File: config.mk
export PLATFORM = sky130hd
export DESIGN_NAME = temp_uart_framer
export DESIGN_NICKNAME = d
export VERILOG_FILES = /design/src/rtl/temp_uart_framer_pkg.sv /design/src/rtl/temp_uart_framer_bin2bcd_seq.sv /design/src/rtl/temp_uart_framer.sv
export SDC_FILE = /design/constraint.sdc
export NUM_CORES = 1
export LEC_CHECK = 0
export ABC_AREA = 1
export ABC_CLOCK_PERIOD_IN_PS = 2900
export BUFFER_PORTS_ARGS = -buffer_cell sky130_fd_sc_hd__clkbuf_2
export CORE_MARGIN = 3
export CORE_UTILIZATION = 55
export CTS_CLUSTER_SIZE = 40
export DETAILED_ROUTE_END_ITERATION = 10
export PLACE_DENSITY = 0.76
export SKIP_LAST_GASP = 1
export SYNTH_ARGS = -nofsm -noshare
export SYNTH_HDL_FRONTEND = slang
export SYNTH_SLANG_ARGS = --single-unit
export TNS_END_PERCENT = 50
File: constraint.sdc
create_clock -name clk -period 2.9 [get_ports clk]
set_input_delay 0.435 -clock clk [delete_from_list [all_inputs] [get_ports clk]]
set_output_delay 0.435 -clock clk [all_outputs]
set_load 0.02 [all_outputs]
File: src/rtl/temp_uart_framer_pkg.sv
// Shared definitions for the temperature-to-UART framer.
// Holds the FSM encoding, the ASCII bytes used in a frame, and the byte mux.
package temp_uart_framer_pkg;

  // Bytes per frame: sign, three digits, '.', tenths, 'C', CR, LF.
  localparam int FRAME_LEN = 9;

  // Number of shift-add-3 iterations for a 7-bit integer part.
  localparam int BCD_STEPS = 7;

  localparam logic [7:0] ASCII_PLUS  = 8'h2B;
  localparam logic [7:0] ASCII_MINUS = 8'h2D;
  localparam logic [7:0] ASCII_DOT   = 8'h2E;
  localparam logic [7:0] ASCII_C     = 8'h43;
  localparam logic [7:0] ASCII_CR    = 8'h0D;
  localparam logic [7:0] ASCII_LF    = 8'h0A;
  localparam logic [7:0] ASCII_ZERO  = 8'h30;

  typedef enum logic [2:0] {
    ST_IDLE    = 3'd0,
    ST_LATCH   = 3'd1,
    ST_CONV    = 3'd2,
    ST_SEND    = 3'd3,
    ST_WAIT_HI = 3'd4,
    ST_WAIT_LO = 3'd5
  } state_e;

  // Selects the ASCII byte at a given position of the frame.
  function automatic logic [7:0] frame_byte(
    input logic [3:0] idx,
    input logic       neg,
    input logic [3:0] hun,
    input logic [3:0] ten,
    input logic [3:0] uni,
    input logic [3:0] tenths
  );
    logic [7:0] b;
    case (idx)
      4'd0:    b = neg ? ASCII_MINUS : ASCII_PLUS;
      4'd1:    b = ASCII_ZERO + {4'd0, hun};
      4'd2:    b = ASCII_ZERO + {4'd0, ten};
      4'd3:    b = ASCII_ZERO + {4'd0, uni};
      4'd4:    b = ASCII_DOT;
      4'd5:    b = ASCII_ZERO + {4'd0, tenths};
      4'd6:    b = ASCII_C;
      4'd7:    b = ASCII_CR;
      4'd8:    b = ASCII_LF;
      default: b = 8'h00;
    endcase
    return b;
  endfunction

endpackage

File: src/rtl/temp_uart_framer_bin2bcd_seq.sv
// Sequential 7-bit binary to 3-digit BCD converter (shift-add-3).
// start_i loads the operand; one iteration runs per cycle afterwards.
// done_o is high in the cycle the final iteration is taken, so the
// digit outputs are valid from the following cycle and stay stable
// until the next start_i.
module bin2bcd_seq
  import temp_uart_framer_pkg::*;
(
  input  logic       clk,
  input  logic       rst,
  input  logic       start_i,
  input  logic [6:0] bin_i,
  output logic       done_o,
  output logic [3:0] hun_o,
  output logic [3:0] ten_o,
  output logic [3:0] uni_o
);

  localparam logic [2:0] LAST_STEP = 3'(BCD_STEPS - 1);

  logic [11:0] bcd_q, bcd_d;
  logic [6:0]  bin_q, bin_d;
  logic [2:0]  step_q, step_d;
  logic        run_q, run_d;
  logic [11:0] adj;

  genvar gi;

  // Add 3 to every BCD digit that is 5 or more before the shift.
  generate
    for (gi = 0; gi < 3; gi++) begin : g_add3
      assign adj[gi*4 +: 4] = (bcd_q[gi*4 +: 4] >= 4'd5) ? (bcd_q[gi*4 +: 4] + 4'd3)
                                                          : bcd_q[gi*4 +: 4];
    end
  endgenerate

  // Next-state: load on start, otherwise one adjust-and-shift per cycle while running.
  always_comb begin
    bcd_d  = bcd_q;
    bin_d  = bin_q;
    step_d = step_q;
    run_d  = run_q;
    if (start_i) begin
      bcd_d  = 12'd0;
      bin_d  = bin_i;
      step_d = 3'd0;
      run_d  = 1'b1;
    end else if (run_q) begin
      bcd_d  = {adj[10:0], bin_q[6]};
      bin_d  = {bin_q[5:0], 1'b0};
      step_d = step_q + 3'd1;
      if (step_q == LAST_STEP) begin
        run_d = 1'b0;
      end
    end
  end

  // Converter state registers.
  always_ff @(posedge clk or posedge rst) begin
    if (rst) begin
      bcd_q  <= 12'd0;
      bin_q  <= 7'd0;
      step_q <= 3'd0;
      run_q  <= 1'b0;
    end else begin
      bcd_q  <= bcd_d;
      bin_q  <= bin_d;
      step_q <= step_d;
      run_q  <= run_d;
    end
  end

  assign done_o = run_q && (step_q == LAST_STEP);
  assign hun_o  = bcd_q[11:8];
  assign ten_o  = bcd_q[7:4];
  assign uni_o  = bcd_q[3:0];

endmodule

File: src/rtl/temp_uart_framer.sv
// Periodic DS18B20 temperature framer: once per period it snapshots the
// raw reading, converts it to "+DDD.TC\r\n" and hands the bytes one at a
// time to a uart_tx using a vld / busy handshake. Ticks that arrive while
// a frame is in progress are counted in a saturating drop counter.
module temp_uart_framer #(
  parameter int PERIOD_CYC = 50_000_000
) (
  input  logic        clk,
  input  logic        rst,
  input  logic        en,
  input  logic [15:0] t_data,
  input  logic        tx_busy,
  output logic [7:0]  tx_data,
  output logic        tx_vld,
  output logic        frame_busy,
  output logic [7:0]  drop_cnt
);

  // Frame length is fixed by the byte format.
  localparam int FRAME_LEN = temp_uart_framer_pkg::FRAME_LEN;

  import temp_uart_framer_pkg::*;

  localparam int         CNT_W    = (PERIOD_CYC > 1) ? $clog2(PERIOD_CYC) : 1;
  localparam logic [CNT_W-1:0] CNT_LAST = CNT_W'(PERIOD_CYC - 1);
  localparam logic [3:0] LAST_IDX = 4'(FRAME_LEN - 1);

  state_e            state_q, state_d;
  logic [CNT_W-1:0]  cnt_q, cnt_d;
  logic              tick;
  logic [15:0]       snap_q, snap_d;
  logic              neg_q, neg_d;
  logic [3:0]        tenths_q, tenths_d;
  logic [3:0]        idx_q, idx_d;
  logic [7:0]        tx_data_q, tx_data_d;
  logic [7:0]        drop_q, drop_d;

  logic [15:0]       mag;
  logic [6:0]        int_part;
  logic [7:0]        frac_x10;
  logic [3:0]        tenths_calc;
  logic              conv_start;
  logic              conv_done;
  logic [3:0]        hun, ten, uni;
  logic [7:0]        cur_byte;
  logic              unused_bits;

  // Period counter: free-runs while enabled, parked at zero otherwise.
  always_comb begin
    cnt_d = cnt_q;
    if (!en) begin
      cnt_d = '0;
    end else if (cnt_q == CNT_LAST) begin
      cnt_d = '0;
    end else begin
      cnt_d = cnt_q + 1'b1;
    end
  end

  assign tick = en && (cnt_q == CNT_LAST);

  // Period counter register.
  always_ff @(posedge clk or posedge rst) begin
    if (rst) begin
      cnt_q <= '0;
    end else begin
      cnt_q <= cnt_d;
    end
  end

  // Sign/magnitude split of the snapshot; integer part and rounded-down tenths.
  always_comb begin
    mag         = snap_q[15] ? (~snap_q + 16'd1) : snap_q;
    int_part    = mag[10:4];
    frac_x10    = {4'd0, mag[3:0]} * 8'd10;
    tenths_calc = frac_x10[7:4];
  end

  // Bits of the magnitude and product that the frame format discards.
  assign unused_bits = ^{mag[15:11], frac_x10[3:0]};

  bin2bcd_seq u_bcd (
    .clk     (clk),
    .rst     (rst),
    .start_i (conv_start),
    .bin_i   (int_part),
    .done_o  (conv_done),
    .hun_o   (hun),
    .ten_o   (ten),
    .uni_o   (uni)
  );

  assign cur_byte = frame_byte(idx_q, neg_q, hun, ten, uni, tenths_q);

  // Frame FSM next-state and handshake outputs.
  always_comb begin
    state_d    = state_q;
    idx_d      = idx_q;
    snap_d     = snap_q;
    neg_d      = neg_q;
    tenths_d   = tenths_q;
    tx_data_d  = tx_data_q;
    conv_start = 1'b0;
    tx_vld     = 1'b0;
    case (state_q)
      ST_IDLE: begin
        if (tick) begin
          snap_d  = t_data;
          state_d = ST_LATCH;
        end
      end
      ST_LATCH: begin
        // A zero magnitude is always framed as positive.
        neg_d      = snap_q[15] && (mag != 16'd0);
        tenths_d   = tenths_calc;
        conv_start = 1'b1;
        idx_d      = 4'd0;
        state_d    = ST_CONV;
      end
      ST_CONV: begin
        if (conv_done) begin
          state_d = ST_SEND;
        end
      end
      ST_SEND: begin
        if (!tx_busy) begin
          tx_vld    = 1'b1;
          tx_data_d = cur_byte;
          state_d   = ST_WAIT_HI;
        end
      end
      ST_WAIT_HI: begin
        if (tx_busy) begin
          state_d = ST_WAIT_LO;
        end
      end
      ST_WAIT_LO: begin
        if (!tx_busy) begin
          if (idx_q == LAST_IDX) begin
            idx_d   = 4'd0;
            state_d = ST_IDLE;
          end else begin
            idx_d   = idx_q + 4'd1;
            state_d = ST_SEND;
          end
        end
      end
      default: begin
        state_d = ST_IDLE;
      end
    endcase
  end

  // The byte appears on tx_data in its vld cycle and is held afterwards.
  assign tx_data    = tx_data_d;
  assign frame_busy = (state_q != ST_IDLE);

  // FSM state and frame datapath registers.
  always_ff @(posedge clk or posedge rst) begin
    if (rst) begin
      state_q   <= ST_IDLE;
      idx_q     <= 4'd0;
      snap_q    <= 16'd0;
      neg_q     <= 1'b0;
      tenths_q  <= 4'd0;
      tx_data_q <= 8'h00;
    end else begin
      state_q   <= state_d;
      idx_q     <= idx_d;
      snap_q    <= snap_d;
      neg_q     <= neg_d;
      tenths_q  <= tenths_d;
      tx_data_q <= tx_data_d;
    end
  end

  // Any tick seen outside IDLE (including the cycle returning to IDLE) is a drop.
  always_comb begin
    drop_d = drop_q;
    if (tick && (state_q != ST_IDLE) && (drop_q != 8'hFF)) begin
      drop_d = drop_q + 8'd1;
    end
  end

  // Drop counter register.
  always_ff @(posedge clk or posedge rst) begin
    if (rst) begin
      drop_q <= 8'd0;
    end else begin
      drop_q <= drop_d;
    end
  end

  assign drop_cnt = drop_q;

endmodule

==> impl_metrics.ini, run 1 <==
[yosys]
synthDistinctLibCells = 41
synth_top_family_by_area = simple AND/OR/NAND/NOR gates
syn_nets = 773
synthCells = 734
synth.ff_latch_count = 93
async_flop_share_pct = 100
synth_area_um2 = 5590
postSynthAreaPerCell_um2 = 7.61
synthAdderAreaFrac_pct = 4.39
ys.flop_type = dfrtp_1
synthXorXnorAreaFrac_pct = 2.35
yosysWarnings = 0
synth.area.mux_share_pct = 0
synth-seq-area-share_pct = 41.7
synthSimpleGateAreaFrac_pct = 31.8
synth_edf_count = 0
synth-compound-area-share_pct = 11.1

[layout]
drive_above_1_share_pct = 14.2
n_antenna_cell = 0
finalNetCount = 813
synthToLayoutAreaGrowth_pct = 9.52
stdcell_count = 912
final_cell_area_um2 = 6120

[critical_path]
critPathTopFamily = simple AND/OR/NAND/NOR gates
crit_path_cell_trace = nor2_1 -> nand2_1 -> nand4_1 -> nor2_1 -> nand4_1 -> nand2_1 -> o21ai_0 -> clkbuf_2
cp_max_fo = 7
arrival_ns = 2.21
crit_buf_inv = 1
crit_type = register to output pin
cp_data_required_time_ns = 2.47
endpoint_kind = output pin
critPathLaunchType = register
cp_slowest_stage_delay_ns = 0.45
cp_slowest_cell = dfrtp_1

[grt]
grt_use_met1_pct = 31.9
grt_max_degree = 49
top_usage_layer = met2
antenna_found_initial = 0
grt_pass1_wl_mm = 21.9
gr-usage-met3_pct = 3.73
grt_remaining_overflow = 0
grt_use_total_pct = 23.5
use_met2_pct = 39.3
grt_pass1_vias = 4745

[cts]
h-tree-depth = 3
cts_sinks = 93
clock_latency_ns = 0.37
cts_made_buffers = 9
cts_resized = 0
cts_tree = yes
cts_setup_buffers = 0
clk_path_buf_depth = 2
cts_hold_buf = 0
clk_pin_slew_worst_paths_ns = 0.09
cts_root_buffer = clkbuf_8

[timing]
finalSetupTns_ns = 0
relSlewSlack_pct = 44.6
fmax_mhz = 377
setup_viol = 0
post-route-period-util_pct = 91.4
min_period_ns = 2.65
hold_viol = 0
fin_ws_ns = 0.250
rsz0062_at_grt = false
clock-skew-final_ns = 0.0106
drv_slew = 0
worst_slew_pin_slew_ns = 0.830

[drt]
drt-initial-drc-count = 330
vias = 4932
dr.pass1.iters = 5
detail_route.wl_per_cell_um = 13.9
ant_nets = 0
viasPerCell = 5.41
routed_wl_mm = 12.7
drc_errors = 0

[pwr]
total_power_uw = 3120
vdd_drop_max_uv = 244
powerDensity_nw_per_um2 = 510
p_leak_uw = 0.00298

[placement]
dp_slack_ns = 0.581
placed_area_um2 = 5910
dp.cells = 896
io_buffers = 37
hpwl_mm = 9.53
gp_congestion = 0.927

[outcome]
status = finished, final reports clean

[die]
die_w_um = 107
start_util_pct = 56.9
io_pins = 38
rows = 36
dieArea_um2 = 11400
die_h_um = 107
core-area_um2 = 9820

[flow_run]
max-cap-violations = 0

[min_path]
min_path_type = input port to async pin
-- sequential cells by signal (all words and copies together), names as in the netlist --
| signal | flops |
|---|---|
| cnt_q | 26 |
| drop_cnt | 8 |
| idx_q | 4 |
| neg_q | 1 |
| snap_q | 16 |
| state_q | 3 |
| tenths_q | 4 |
| tx_data_q | 8 |
| u_bcd.bcd_q | 12 |
| u_bcd.bin_q | 7 |
| u_bcd.run_q | 1 |
| u_bcd.step_q | 3 |
-- cell usage after synthesis (3+ instances only) --
library cell / count / area share, %
xor2_1: 11 / 1.7
nand3_1: 57 / 5.1
xnor2_1: 4 / 0.63
o21ai_2: 16 / 2.5
nor4_1: 7 / 0.78
o21ai_1: 6 / 0.54
inv_2: 5 / 0.34
nand2_2: 8 / 0.90
nor3_1: 18 / 1.6
nor2_1: 92 / 6.2
nor3_2: 5 / 0.90
o32ai_1: 3 / 0.47
o211ai_1: 4 / 0.54
o221ai_1: 5 / 0.78
a21oi_1: 16 / 1.4
o22ai_1: 14 / 1.6
nand4_1: 11 / 1.2
inv_1: 105 / 7.1
buf_6: 3 / 0.60
nand3_2: 4 / 0.72
buf_2: 5 / 0.45
clkbuf_1: 4 / 0.27
nor2_4: 4 / 0.81
nor2_2: 6 / 0.67
nand2_1: 168 / 11
ha_1: 18 / 4.0
dfrtp_1: 93 / 42
o21ai_0: 25 / 2.2
-- final cells by class --
class / instances / area, µm²
inverters: 110 / 414
clock buffers: 11 / 151
fillers: 916 / 3700
multi-input cells: 519 / 2770
well taps: 133 / 166
repair buffers: 41 / 228
flip-flops and latches: 93 / 2330
clock inverters: 5 / 58.8
-- worst paths after layout --
path / startpoint / end / slack, ns / cells after the start
setup / recovery: idx_q[2]$_DFFE_PP0P_ / tx_data[1] / 0.25 / 8
hold / removal: rst / drop_cnt[1]$_DFFE_PP0P_ / 0.18 / 2
setup reg to reg: snap_q[2]$_DFFE_PP0P_ / tenths_q[2]$_DFFE_PP0P_ / 0.53 / 11
hold reg to reg: cnt_q[0]$_DFF_PP0_ / cnt_q[0]$_DFF_PP0_ / 0.49 / 1
max in group asynchronous: rst / idx_q[2]$_DFFE_PP0P_ / 2.00 / 3
min in group clk: t_data[8] / snap_q[8]$_DFFE_PP0P_ / 0.28 / 3
-- power by group --
group	internal (µW)	switching, µW	total [µW]
sequential	1390	66.9	1460
combinational	206	539	746
clock	446	472	917
-- per-layer routing --
metal  up-vias  wire length, µm
met5         -                0
met4         0              232
met3        23              514
met2       122             6110
met1      2328             5850
li1       2459                -
-- cell usage in the layout, fill, tap and decap left out, types with 5 or more instances in the layout --
master    synthesis  layout
nand2_1         168     168
inv_1           105     104
dfrtp_1          93      93
nor2_1           92      92
nand3_1          57      57
clkbuf_2          0      37
o21ai_0          25      25
nor3_1           18      18
ha_1             18      18
o21ai_2          16      16
a21oi_1          16      16
o22ai_1          14      14
nand4_1          11      11
xor2_1           11      11
clkbuf_8          0      11
nand2_2           8       8
nor4_1            7       7
nor2_2            6       6
o21ai_1           6       6
inv_2             5       5
nor3_2            5       5
o221ai_1          5       5
-- per-stage QoR --
step                utilization (%)  hold WS (ns)
finish                         62.3         0.179
detailed placement             60.2         0.471
CTS                            62.3         0.203
global route                   62.3         0.243
floorplan                         -         0.452
global placement               60.2         0.474
-- logic make-up (layout without fill, tap and decap cells) --
family                   Yosys count  in the layout
AND/OR/NAND/NOR                  389            389
buffers and inverters            122            167
AO/OA/AOI/OAI                     96             96
flip-flops                        93             93
adder cells (fa/ha/maj)           19             19
XOR/XNOR                          15             15
-- worst register-to-register path: cells and delay by family (launching register included) --
family	cells	cell delay, ns
and+or+nand+nor	4	0.50
buffers and inverters	2	0.18
xor gates and xnor gates	1	0.17
DFF	1	0.43
adders and majority gates	3	0.89
AOI/OAI and AO/OA	1	0.14
Power figures use the tool's default switching activity.
==> inputs of run 2 (changes only) <==
Settings changed: CORE_UTILIZATION 55 to 57, CTS_BUF_LIST set to sky130_fd_sc_hd__clkbuf_4, PLACE_DENSITY 0.76 to 0.79.
==> run 2 against run 1 <==
Effect of this change:
- clock power down 2%
- final cell count down 0.33%
- fmax up 2.5%
- combinational power up 0.7%
- final area down 0.29%
- clock skew up 0.012 ns
- highest routed layer unchanged
==> impl_metrics.ini, run 2 (synthesis gave the netlist of run 1 again) <==
[critical_path]
crit_type = register to output pin
reg2reg_to = tenths_q[2]$_DFFE_PP0P_
arrival_ns = 2.15
cp_max_fo = 5
rr_startpoint = snap_q[2]$_DFFE_PP0P_
reg2reg_depth = 11
endpoint_kind = output pin
critPathLaunchType = register
cp_data_required_time_ns = 2.47
r2r_setup_slack_ns = 0.54

[grt]
antenna_found_initial = 0
grt_use_total_pct = 23.0
grt_pass1_wl_mm = 21.1
grt_remaining_overflow = 0
grt_pass1_vias = 4693
grt_max_degree = 54

[drt]
drt-initial-drc-count = 317
routed_wl_mm = 12.2
viasPerCell = 5.40
detail_route.wl_per_cell_um = 13.5
drc_errors = 0
ant_nets = 0
vias = 4909
dr.pass1.iters = 5

[die]
die_w_um = 105
core-area_um2 = 9370
io_pins = 38
start_util_pct = 59.6
rows = 35
die_h_um = 105
dieArea_um2 = 11000

[placement]
gp_congestion = 0.898
dp.cells = 893
io_buffers = 37
hpwl_mm = 9.36

[layout]
synthToLayoutAreaGrowth_pct = 9.20
final_cell_mix = nand2_1, inv_1, dfrtp_1
n_antenna_cell = 0
top_regs = cnt_q (26), snap_q (16), u_bcd.bcd_q (12)
stdcell_count = 909
drive_above_1_share_pct = 14.5
finalNetCount = 814
layout_commonest_cell = nand2_1
largest_reg_flops = 26
largest_register = cnt_q

[cts]
cts_resized = 0
cts_setup_buffers = 0
clock_latency_ns = 0.44
cts_tree = yes
cts_sinks = 93
cts_made_buffers = 9
clk_pin_slew_worst_paths_ns = 0.15
cts_root_buffer = clkbuf_4
cts_hold_buf = 0
clk_path_buf_depth = 2
h-tree-depth = 3

[pwr]
powerDensity_nw_per_um2 = 510
p_leak_uw = 0.00298
p_int_uw = 2050
sw_frac_of_total_pct = 34.1
vdd_drop_max_uv = 354
seqPwrFrac_pct = 46.9
power.switching_uw = 1060
pwr-share-clk_pct = 28.9
combPwrFrac_pct = 24.1

[min_path]
min_path_type = input port to async pin

[timing]
worst_slew_pin_slew_ns = 0.732
drv_slew = 0
finalSetupTns_ns = 0
relSlewSlack_pct = 51.2
hold_viol = 0
rsz0062_at_grt = false
clock-skew-final_ns = 0.0225
fmax_mhz = 387
setup_viol = 0
min_period_ns = 2.59
hold_slack_ns = 0.0622
post-route-period-util_pct = 89.2

[flow_run]
max-cap-violations = 0

[outcome]
status = finished, final reports clean
-- run 2: cell count changes in the layout (fill, tap and decap cells not counted), sizes merged --
cell,previous run,this run
bufinv,1,3
buf,4,5
inv,109,111
clkinvlp,2,1
clkinv,3,2
clkbuf,48,46
-- run 2: per-stage QoR --
stage / total power (µW) / instance area, µm² / setup slack (ns) / util, %
finish: 3110 / 6100 / 0.314 / 65.1
global route: 3310 / 6100 / 0.000840 / 65.1
CTS: 3140 / 6100 / 0.255 / 65.1
detailed placement: 2240 / 5910 / 0.584 / 63.1
global placement: 2220 / 5910 / 0.701 / 63.1
floorplan: 2010 / 5590 / 0.0447 / -
-- run 2: cell type report --
cell class                 count  area (µm²)
fill                         824        3270
multi-input combinational    519        2780
sequential                    93        2330
inverter                     110         414
timing repair buffer          42         235
tap                          129         161
clock inverter                 7         120
clock buffer                   9        67.6
-- run 2: power groups by stage --
stage	logic, µW	clock network, µW	registers [µW]
2_1_floorplan	542	0	1470
3_3_place_gp	736	0	1480
3_5_place_dp	756	0	1480
4_1_cts	759	921	1460
5_1_grt	863	974	1470
6_report	751	900	1460
-- run 2: worst max-delay path by stage --
stage	startpoint	to	slack, ns	cells after the start
floorplan	rst	cnt_q[0]$_DFF_PP0_	0.04	1
global placement	snap_q[1]$_DFFE_PP0P_	tenths_q[2]$_DFFE_PP0P_	0.70	11
detailed placement	snap_q[2]$_DFFE_PP0P_	tenths_q[2]$_DFFE_PP0P_	0.58	11
CTS	idx_q[2]$_DFFE_PP0P_	tx_data[1]	0.25	8
global route	idx_q[0]$_DFFE_PP0P_	tx_data[3]	0.0008	9
finish	idx_q[0]$_DFFE_PP0P_	tx_data[3]	0.31	9
-- run 2: critical path: stages (launching register included) --
cell and delay, ns:
dfrtp_1 0.43, inv_1 0.12, ha_1 0.24, nand3_1 0.14, nand2_1 0.12, nor2_1 0.06, nand4_1 0.09, nand2_1 0.08
o21ai_0 0.23, clkbuf_2 0.21
-- run 2: per-layer routing --
| layer | up-vias | part of all wire [%] | track usage (%) |
|---|---|---|---|
| met5 | - | 0 | 0 |
| met3 | 21 | 4.4 | 3.03 |
| li1 | 2474 | - | - |
| met2 | 142 | 48 | 38.2 |
| met4 | 0 | 1.8 | 7.78 |
| met1 | 2272 | 46 | 31.3 |
==> inputs of run 3 (changes only) <==
Settings changed: ABC_CLOCK_PERIOD_IN_PS 2900 to 3250, CORE_UTILIZATION 57 to 65, PLACE_DENSITY 0.79 to 0.85.
Clock period 2.9 ns to 3.25 ns, I/O delays scaled along.
==> run 3 against run 2 <==
Effect of this change:
- routed wire length shrank 1.4%
- die area shrank 12%
- via count grew 0.90%
- sequential power shrank 11%
- clock skew shrank 0.0038 ns
- final cell count shrank 3.0%
- first-iteration DRC count grew 11%
- clock-buffer cell count is the same
- register-to-register slack gained 0.23 ns
- final area shrank 1.0%
- global-route usage grew 3.1 points
- critical path type unchanged
- largest cell class unchanged
==> impl_metrics.ini, run 3 (synthesis gave the netlist of run 1 again) <==
[outcome]
status = finished, final reports clean

[flow_run]
max-cap-violations = 0

[pwr]
total_power_uw = 2750
powerDensity_nw_per_um2 = 456
p_leak_uw = 0.00296
vdd_drop_max_uv = 257

[cts]
clk_path_buf_depth = 2
cts_resized = 0
cts_hold_buf = 0
cts_tree = yes
clk_pin_slew_worst_paths_ns = 0.15
cts_made_buffers = 9
cts_setup_buffers = 0
cts_root_buffer = clkbuf_4
clock_latency_ns = 0.44
h-tree-depth = 3
cts_sinks = 93

[critical_path]
cp_common_cell = nand2_1
crit_type = register to output pin
endpoint_kind = output pin
reg2reg_depth = 8
reg2reg_to = tenths_q[2]$_DFFE_PP0P_
critPathLaunchType = register
cp_max_fo = 5
r2r_setup_slack_ns = 0.77
arrival_ns = 2.23
cp_data_required_time_ns = 2.76
cp_slowest_stage_delay_ns = 0.43
rr_startpoint = snap_q[15]$_DFFE_PP0P_
cp_slowest_cell = dfrtp_1
crit_path_cell_trace = inv_1 -> ha_1 -> nand3_1 -> nand2_1 -> nor2_1 -> nand4_1 -> nand2_1 -> o21ai_0 -> clkbuf_2

[grt]
grt_max_degree = 94
antenna_found_initial = 0
grt_use_total_pct = 26.1
grt_remaining_overflow = 0
grt_pass1_vias = 4773
grt_pass1_wl_mm = 21.0

[placement]
dp_slack_ns = 0.801
dp.cells = 866
gp_congestion = 0.949
io_buffers = 37
hpwl_mm = 9.15

[die]
rows = 33
die_w_um = 98.7
core-area_um2 = 8300
start_util_pct = 67.3
io_pins = 38
dieArea_um2 = 9740
die_h_um = 98.7

[drt]
drc_errors = 0
ant_nets = 0
viasPerCell = 5.62
dr.pass1.iters = 5
detail_route.wl_per_cell_um = 13.7
drt-initial-drc-count = 352
routed_wl_mm = 12.1
vias = 4953

[timing]
drv_slew = 0
fmax_mhz = 368
rsz0062_at_grt = false
clock-skew-final_ns = 0.0187
setup_viol = 0
fin_ws_ns = 0.530
min_period_ns = 2.72
worst_slew_pin_slew_ns = 0.746
post-route-period-util_pct = 83.7
relSlewSlack_pct = 50.2
finalSetupTns_ns = 0
hold_viol = 0

[layout]
finalNetCount = 811
synthToLayoutAreaGrowth_pct = 8.11
final_cell_mix = nand2_1, inv_1, dfrtp_1
stdcell_count = 882
largest_reg_flops = 26
final_util_pct = 72.8
layout_commonest_cell = nand2_1
largest_register = cnt_q
drive_above_1_share_pct = 13.8
top_regs = cnt_q (26), snap_q (16), u_bcd.bcd_q (12)
n_antenna_cell = 0

[min_path]
min_path_type = input port to async pin
[run 3: cell count changes in the layout (fill, tap and decap cells not counted), sizes merged]
cell    change
buf         -3
clkinv      +2
inv         -2
[run 3: worst max-delay path: cells and delay by family (launching register included)]
family,cells,cell delay (ns)
AO/OA/AOI/OAI,1,0.25
adder cells (fa/ha/maj),1,0.26
buffers and inverters,2,0.35
flip-flops,1,0.43
AND/OR/NAND/NOR,5,0.51
[run 3: through the flow]
stage                     hold slack (ns)  area (µm²)
final                               0.110        6040
after global routing                0.124        6040
after CTS                           0.118        6040
after detailed placement            0.469        5860
after global placement              0.466        5860
after floorplan                     0.452        5590
[run 3: how the worst max path moves through the flow]
| stage | depth (start not counted) | from | end |
|---|---|---|---|
| finish | 9 | idx_q[0]$_DFFE_PP0P_ | tx_data[1] |
| global route | 9 | idx_q[0]$_DFFE_PP0P_ | tx_data[3] |
| CTS | 9 | idx_q[0]$_DFFE_PP0P_ | tx_data[1] |
| detailed placement | 8 | snap_q[15]$_DFFE_PP0P_ | tenths_q[2]$_DFFE_PP0P_ |
| global placement | 8 | snap_q[15]$_DFFE_PP0P_ | tenths_q[2]$_DFFE_PP0P_ |
| floorplan | 1 | rst | cnt_q[0]$_DFF_PP0_ |
[run 3: per-layer routing]
layer | vias to the layer above | part of all wire [%] | global-route usage, %
li1 | 2457 | - | -
met1 | 2301 | 42 | 33.2
met4 | 0 | 1.9 | 7.77
met5 | - | 0 | 0
met3 | 19 | 6.4 | 5.38
met2 | 176 | 49 | 45.1
[run 3: where the power goes]
group	leakage (µW)	total, µW	internal, µW	switching (µW)
registers	0.00127	1300	1240	60.8
clock network	0.0000912	775	386	389
logic	0.00160	674	184	490
total	0.00296	2750	1810	940
[run 3: layout make-up]
| cell class | instances | area (µm²) |
|---|---|---|
| Clock buffer | 9 | 67.6 |
| Clock inverter | 7 | 114 |
| Fill cell | 650 | 2260 |
| Inverter | 110 | 414 |
| Multi-Input combinational cell | 519 | 2770 |
| Sequential cell | 93 | 2330 |
| Tap cell | 105 | 131 |
| Timing Repair Buffer | 39 | 213 |
